--- src/rtl/ext_int_source.sv ---
// External interrupt generator: PC-match and periodic request sources feed a
// saturating pending counter that drives a level interrupt with an ack/gap handshake.
module ext_int_source #(
  parameter logic [31:0] INT_ADDR   = 32'h0000_7F20,
  parameter int          GAP_CYCLES = 4,
  parameter int          PEND_W     = 4
) (
  input  logic              clk,
  input  logic              reset,
  input  logic [31:0]       macroscopic_pc,
  input  logic [31:0]       m_int_addr,
  input  logic [3:0]        m_int_byteen,
  input  logic              cfg_we,
  input  logic [1:0]        cfg_sel,
  input  logic [31:0]       cfg_wdata,
  output logic              interrupt,
  output logic [PEND_W-1:0] pending,
  output logic              ovf,
  output logic              spurious
);

  localparam int GAP_W = (GAP_CYCLES > 1) ? $clog2(GAP_CYCLES) : 1;
  localparam logic [PEND_W+1:0] PEND_MAX = {2'b00, {PEND_W{1'b1}}};

  typedef enum logic [1:0] {
    IDLE,
    ASSERT,
    GAP
  } state_t;

  state_t             state, state_next;
  logic [GAP_W-1:0]   gap_cnt, gap_cnt_next;
  logic [31:0]        trig_pc;
  logic [31:0]        period;
  logic [1:0]         ctrl;
  logic [31:0]        countdown;
  logic               prev_pc_match;

  logic               pc_match;
  logic               pc_req;
  logic               per_active;
  logic               per_req;
  logic               ack;
  logic               ack_taken;
  logic [PEND_W+1:0]  pend_sum;
  logic [PEND_W+1:0]  pend_net;
  logic [PEND_W-1:0]  pending_next;
  logic               lost;

  assign pc_match   = (macroscopic_pc == trig_pc);
  assign pc_req     = ctrl[0] & pc_match & ~prev_pc_match;
  assign per_active = ctrl[1] & (period != 32'd0);
  assign per_req    = per_active & (countdown == 32'd1);
  assign ack        = (m_int_addr == INT_ADDR) && (m_int_byteen == 4'b0001);
  assign ack_taken  = ack & (state == ASSERT);

  // Up to two requests and one ack per cycle; the sum is kept two bits wider so the clamp can see the overflow.
  always_comb begin
    pend_sum     = {2'b00, pending} + {{(PEND_W+1){1'b0}}, pc_req}
                                    + {{(PEND_W+1){1'b0}}, per_req};
    pend_net     = pend_sum;
    pending_next = pending;
    lost         = 1'b0;
    if (ack_taken && (pend_sum != '0))
      pend_net = pend_sum - {{(PEND_W+1){1'b0}}, 1'b1};
    if (pend_net > PEND_MAX) begin
      pending_next = '1;
      lost         = 1'b1;
    end else begin
      pending_next = pend_net[PEND_W-1:0];
    end
  end

  always_comb begin
    state_next   = state;
    gap_cnt_next = gap_cnt;
    case (state)
      IDLE:   if (pending != '0) state_next = ASSERT;
      ASSERT: if (ack) begin
                state_next   = GAP;
                gap_cnt_next = GAP_W'(GAP_CYCLES - 1);
              end
      GAP:    if (gap_cnt == '0) state_next = IDLE;
              else gap_cnt_next = gap_cnt - GAP_W'(1);
      default: state_next = IDLE;
    endcase
  end

  always_ff @(posedge clk or negedge reset) begin
    if (!reset) begin
      state     <= IDLE;
      gap_cnt   <= '0;
      interrupt <= 1'b0;
    end else begin
      state     <= state_next;
      gap_cnt   <= gap_cnt_next;
      interrupt <= (state_next == ASSERT);
    end
  end

  always_ff @(posedge clk or negedge reset) begin
    if (!reset) begin
      pending       <= '0;
      ovf           <= 1'b0;
      spurious      <= 1'b0;
      prev_pc_match <= 1'b0;
    end else begin
      pending       <= pending_next;
      ovf           <= ovf | lost;
      spurious      <= spurious | (ack & (state != ASSERT));
      prev_pc_match <= pc_match;
    end
  end

  // A PERIOD write restarts the countdown; otherwise the reload lands on the same edge the request fires.
  always_ff @(posedge clk or negedge reset) begin
    if (!reset) begin
      trig_pc   <= '0;
      period    <= '0;
      ctrl      <= '0;
      countdown <= '0;
    end else begin
      if (cfg_we && (cfg_sel == 2'd0)) trig_pc <= cfg_wdata;
      if (cfg_we && (cfg_sel == 2'd1)) period  <= cfg_wdata;
      if (cfg_we && (cfg_sel == 2'd2)) ctrl    <= cfg_wdata[1:0];
      if (cfg_we && (cfg_sel == 2'd1))
        countdown <= cfg_wdata;
      else if (per_active)
        countdown <= (countdown <= 32'd1) ? period : countdown - 32'd1;
    end
  end

endmodule

--- config.mk ---
export PLATFORM = sky130hd
export DESIGN_NAME = ext_int_source
export DESIGN_NICKNAME = d
export VERILOG_FILES = /design/src/rtl/ext_int_source.sv
export SDC_FILE = /design/constraint.sdc
export NUM_CORES = 1
export LEC_CHECK = 0
export CORE_ASPECT_RATIO = 1.4
export CORE_MARGIN = 4
export CORE_UTILIZATION = 48
export DETAILED_ROUTE_END_ITERATION = 10
export DONT_BUFFER_PORTS = 1
export GPL_ROUTABILITY_DRIVEN = 0
export SKIP_LAST_GASP = 1
export SLEW_MARGIN = 25
export SYNTH_ARGS = -nofsm -noshare
export SYNTH_HDL_FRONTEND = slang
export SYNTH_SLANG_ARGS = --single-unit
--- constraint.sdc ---
create_clock -name clk -period 4.8 [get_ports clk]
set_input_delay 0.72 -clock clk [delete_from_list [all_inputs] [get_ports clk]]
set_output_delay 0.72 -clock clk [all_outputs]
set_load 0.03 [all_outputs]
# Word-level counts from Yosys, hierarchy flattened
# Index checks and enable logic that the tools add are counted.
# word_totals
output_inout_bits,7
wordCells,66
regBits,110
input_bits,105
# op_classes
add_sub_neg,5
mux,13
reduce_logical,14
eq_ne,12
order_cmp,2
bitwise,9
# ops
op,count
$mux W32,3
$eq A32 B1 Y1 const B,1
$eq A32 B15 Y1 const B,1
$eq A32 B32 Y1,1
$le A32 B1 Y1 const B,1
$reduce_bool A32 Y1,1
$sub A32 B1 Y32 const B,1
$mux W2,5
$add A5 B1 Y6,1
$and A1 B1 Y1,6
$eq A2 B1 Y1 const B,3
$gt A6 B4 Y1 const B,1
$logic_not A2 Y1,3
$mux W6,1
$pmux W2 S3,1
$reduce_bool A6 Y1,1
$sub A6 B1 Y6 const B,1
$add A4 B1 Y5,1
$logic_and A1 B1 Y1,5
$eq A2 B2 Y1 const B,2
$eq A4 B1 Y1 const B,1
$mux W4,1
$ne A2 B2 Y1 const B,2
$pmux W2 S2,1
other kinds (8),10

# Logic depth before layout (Yosys ltp)
# logic_depth
word_depth,11
mapped_depth,16
ltp_nobuf,15

# Least setup slack after synthesis
# Ideal clock, no wire load.
# synth_timing
kind,register to register
startpoint,reg period[22]
endpoint,reg pending[3]
n_path_buf,2
setup_ns,0.121
t_arrival_ns,3.500
slack_ns,1.178
synth_period_minus_slack_ns,3.622
stages_incl_launch_ff,16
required_ns,4.679
cell_sequence,dfrtp_1 nor4_1 and4_1 a21boi_0 clkbuf_1 clkbuf_1 nand4_1 fa_1 inv_1 ha_1 or2b_2 nor3_1 xnor2_1 a22o_1 a21oi_2 o22a_1
# synth_between
elab_chain_len,9
elab_cells_between_ends,10
classes_between,2 x add/sub; 1 x order compare; 2 x mux; 2 x bitwise; 3 x reduce/logical
# synth_lines
item,line_no,text
"start, declared",34,logic [31:0] period;
"start signal, assigned",124,if (cfg_we && (cfg_sel == 2'd1)) period <= cfg_wdata;
$reduce_bool A32 Y1 (*),52,assign per_active = ctrl[1] & (period != 32'd0);
$and A1 B1 Y1 (*),52,
$and A1 B1 Y1 (*),53,assign per_req = per_active & (countdown == 32'd1);
$add A5 B1 Y6 (*),60,"+ {{(PEND_W+1){1'b0}}, per_req};"
branches (longest 2 deep; another with $sub A6 B1 Y6),--,
$mux W6 (*),64,if (ack_taken && (pend_sum != '0))
$gt A6 B4 Y1,66,if (pend_net > PEND_MAX) begin
$mux W4 (*),66,
net pending_next[3],47,logic [PEND_W-1:0] pending_next;
"end signal, assigned",108,pending <= pending_next;
"end, declared",17,"output logic [PEND_W-1:0] pending,"
# Mark *: on every way through the listed nets, which the timed path passes.
# A chain may end at the register's enable or synchronous reset.

# Worst setup path after layout
# layout_timing
startpoint,reg countdown[28]
endpoint,reg pending[3]
# layout_between
elab_chain_len,8
elab_cells_between_ends,9
classes_between,2 x add/sub; 1 x order compare; 1 x eq/ne; 2 x mux; 1 x bitwise; 2 x reduce/logical
# layout_lines
item,line_no,text
"start, declared",36,logic [31:0] countdown;
"start signal, assigned",127,countdown <= cfg_wdata;
"start signal, assigned",129,countdown <= (countdown <= 32'd1) ? period : countdown - 32'd1;
$eq A32 B1 Y1 (*),53,
$and A1 B1 Y1 (*),53,
$add A5 B1 Y6 (*),60,
branches (longest 2 deep; another with $sub A6 B1 Y6),--,
$mux W6 (*),64,
$gt A6 B4 Y1,66,
$mux W4 (*),66,
net pending_next[3],47,
# Marks and branches as above.

==> results.env <==
WORST_HOLD_PATH_TYPE='in2async'
FMAXACHIEVABLE_GHz=0.2666
SYNTH_SEQUENTIAL_AREA_RATIO=0.4497
SWITCHING_SHARE=0.3382
DIE_WIDTH_MICRONS=103.4
TOTALNEGATIVESETUPSLACK_NS=0
CRITPATHKIND='reg2reg'
DRC_ERRORS=0
DP_WORST_SETUP_SLACK_NS=0.9011
CRITPATHMAXFANOUT=5
GRT_OVERFLOW=0
DIE_AREA_SQ_UM=14650
POWER.CLOCK.FRACTION=0.284
CTS_SETUP_BUFFERS=0
ROWS=48
RUN_STATUS='finished clean'
CLOCK-SKEW-FINAL_NS=0.01005
DESIGN.FINAL.NETS=747
CRITICAL_PATH.ENDPOINT_TYPE='flop'
CTS-RESIZED-GATES=0
LARGEST_NET_DEGREE_AT_THE_START_OF_GLOBAL_ROUTING=111
P_INT_uW=1758
RSZ0062_AT_GRT='false'
DIEHEIGHT_MICRONS=141.6
WIRE_LENGTH_OF_THE_FIRST_GLOBAL_ROUTING_PASS_MM=27.82
DIODES=0
BUFFER_PORTS.INSERTED=0
CTS_ROOT_BUFFER='clkbuf_16'
FINAL_PERIOD_MINUS_WORST_SETUP_SLACK_NS=3.751
POWER.SEQUENTIAL.FRACTION=0.504
YS_SEQ_ELEMENTS=110
DRT_FIRST_ITER_VIOLATIONS=311
NETLIST_AREA_SQ_UM=6121
CTS_HOLD_BUFFERS=0
CRITPATHREQUIREDTIME_NS=5.10
SYNTHFLOPTYPE='dfrtp_1'
MIN_PERIOD_OVER_PERIOD=0.7815
POST_SYNTH_NUM_CELL_TYPES=70
CRITPATHARRIVALTIME_NS=4.05
AREAGROWTHSYNTHTOFINISH_PCT=7.073
ANT_NETS=0
WORST-SLEW-PIN-TRANSITION_NS=1.010
POWER_DENSITY_nW_PER_UM2=405.3
FINALSETUPVIOLCOUNT=0
PATH_CLK_SLEW_NS=0.08
GRT_USE_MET2=0.4163
CORE_AREA_SQ_UM=12430
GLOBALROUTEMET3UTIL=0.05214
TIMING_HOLD_VIOLATIONS_FINAL=0
TOP_LEVEL_PORTS=112
NET-SWITCHING-POWER_uW=898.4
ANTENNA_FOUND_INITIAL=0
SYN_INST=645
DP_HPWL_MM=12.84
TIMING.FINAL.MAX_SLEW_VIOLATIONS=0
DETAILROUTE.VIA_COUNT=4890
MAX-VDD-IR-DROP_uV=205.3
COMBINATIONALPOWERSHARE=0.212
GRTUSAGETOTAL=0.2480
SYNTHESIZED_AREA_PER_CELL_SQ_UM=9.490
ASYNC_RESET_FF_FRAC=1.000
INITIAL_UTILIZATION=0.4924
WORST_SKEW_PAIR_LATER_PIN_LATENCY_NS=0.35
YOSYS_WARNINGS=0
LAYOUT_SETUP_WS_NS=1.049
DRT_PRE_ANTENNA_ITERS=5
SLEW_HEADROOM=0.3246
NUMBER_OF_GLOBAL_ROUTE_VIAS_BEFORE_REPAIR=4968
POWER.LEAKAGE_uW=0.002846
CTS_BUFFERS=9
CTS_MAX_LEVEL=3
CP-START-KIND='flop'
ROUTE.DETAILED.VIAS_PER_INST=6.182
MAXCAPVIOLATIONS=0
TRITONCTS_NUM_SINKS=110
GRT.MET1_USAGE=0.3180
CLK_PATH_BUF_DEPTH=2
SHARE_OF_LAYOUT_CELLS_ABOVE_DRIVE_STRENGTH_1=0.1357
ROUTED_WL_MM=17.63
TOP_USAGE_LAYER='met2'
POSTSYNTHNETCOUNT=756
CLOCK_TREE_FROM_TRITONCTS='built'
WL_PER_CELL_MICRONS=22.29
SYNTH_EDF_COUNT=0
[layout by cell type, fill, tap and decap left out, types with 14 or more instances in the layout]
master   synthesis  routed
a21oi_1         16      16
a22oi_1         18      18
dfrtp_1        110     110
mux2_2          37      37
nand2_1        144     144
nand3_1         14      14
nor2_1          33      32
nor4_1          27      27
o21ai_0         34      34
xor2_1          38      38
[registers in the layout, summed over array words and instances (netlist names)]
register       cells
ctrl               2
ovf                1
trig_pc           32
period            32
pending            4
spurious           1
countdown         32
prev_pc_match      1
state              2
interrupt          1
gap_cnt            2
[Yosys cell counts, types with 3 or more instances]
master	n	area, sq um
a22o_1	6	52.55
clkbuf_1	19	71.32
nand4_1	8	50.05
or4_1	3	22.52
and4_1	3	26.28
o21ai_0	34	170.2
a31oi_1	3	18.77
nor2_1	33	123.9
nor4_1	27	168.9
nand2b_1	4	25.02
buf_6	3	33.78
nor2b_1	3	18.77
nand3b_1	4	30.03
a32oi_1	3	26.28
dfrtp_1	110	2753
ha_1	5	62.56
and3_1	4	25.02
o22ai_1	3	18.77
nand2_1	144	540.5
a21o_1	7	52.55
inv_1	8	30.03
xor2_1	38	332.8
a211oi_1	3	22.52
and2_1	3	18.77
o211ai_1	6	45.04
a21oi_1	16	80.08
xnor2_1	3	26.28
mux2_2	37	416.7
nand3_1	14	70.07
a22oi_1	18	135.1
o221a_2	3	33.78
or3_1	5	31.28
nor4_2	5	62.56
nor3_1	12	60.06
[power by group through the flow]
stage / Sequential (uW) / Clock [uW] / Combinational, uW
3_3_place_gp: 1350 / 0 / 547
2_1_floorplan: 1290 / 0 / 448
5_1_grt: 1370 / 819 / 633
4_1_cts: 1330 / 774 / 561
3_5_place_dp: 1350 / 0 / 556
6_report: 1340 / 756 / 563
[critical path: stages, from the launching register on]
cell and delay, ns:
dfrtp_1 0.44, nor4_1 0.47, nand4_1 0.21, nor3_1 0.23
nand4_1 0.19, fa_1 0.45, inv_1 0.07, ha_1 0.25
or2b_2 0.34, nor3_1 0.39, xnor2_1 0.12, a22o_1 0.25
a21oi_2 0.13, o22a_1 0.14
[kinds of logic (layout without fill, tap and decap cells)]
logic type                 after synthesis  count (layout)  synth area share
AOI/OAI and AO/OA                      124             124            0.1398
xor gates and xnor gates                41              41           0.05867
adders and majority gates                6               6           0.01349
buffers and inverters                   35              31           0.02616
DFF                                    110             110            0.4497
muxes                                   39              39           0.07134
and+or+nand+nor                        290             290            0.2408
[final cells by class]
| cell class | instances | area, sq um |
|---|---|---|
| fill | 1181 | 5878 |
| clock inverter | 7 | 75.07 |
| clock buffer | 9 | 225.2 |
| tap | 150 | 187.7 |
| timing repair buffer | 7 | 52.55 |
| sequential | 110 | 2753 |
| inverter | 8 | 30.03 |
| multi-input combinational | 500 | 3231 |
[worst paths after layout]
kind                          startpoint         end  slack [ns]  cells after the start
max reg2reg                countdown[28]  pending[3]        1.05                     13
min in group clk           cfg_wdata[10]  period[10]        0.46                      2
min reg2reg                    period[5]   period[5]        0.51                      2
min                                reset  period[24]        0.06                      0
max                        countdown[28]  pending[3]        1.05                     13
max in group asynchronous          reset  pending[1]        4.60                      0
[stage by stage]
step	util	total power [uW]	cells	hold WS, ns	cell area, sq um
2_1_floorplan	-	1735	645	0.4244	6121
3_3_place_gp	0.5025	1893	775	0.4301	6247
3_5_place_dp	0.5030	1908	775	0.4302	6254
4_1_cts	0.5272	2669	791	0.03987	6554
5_1_grt	0.5272	2820	791	0.03314	6554
6_report	0.5272	2656	791	0.06208	6554
[routing by layer]
metal	routed length, microns	vias to the layer above
met3	939	16
met1	7098	2425
met4	346	0
met5	0	-
li1	-	2295
met2	9249	154
No activity file was read; power rests on OpenSTA's default activity.
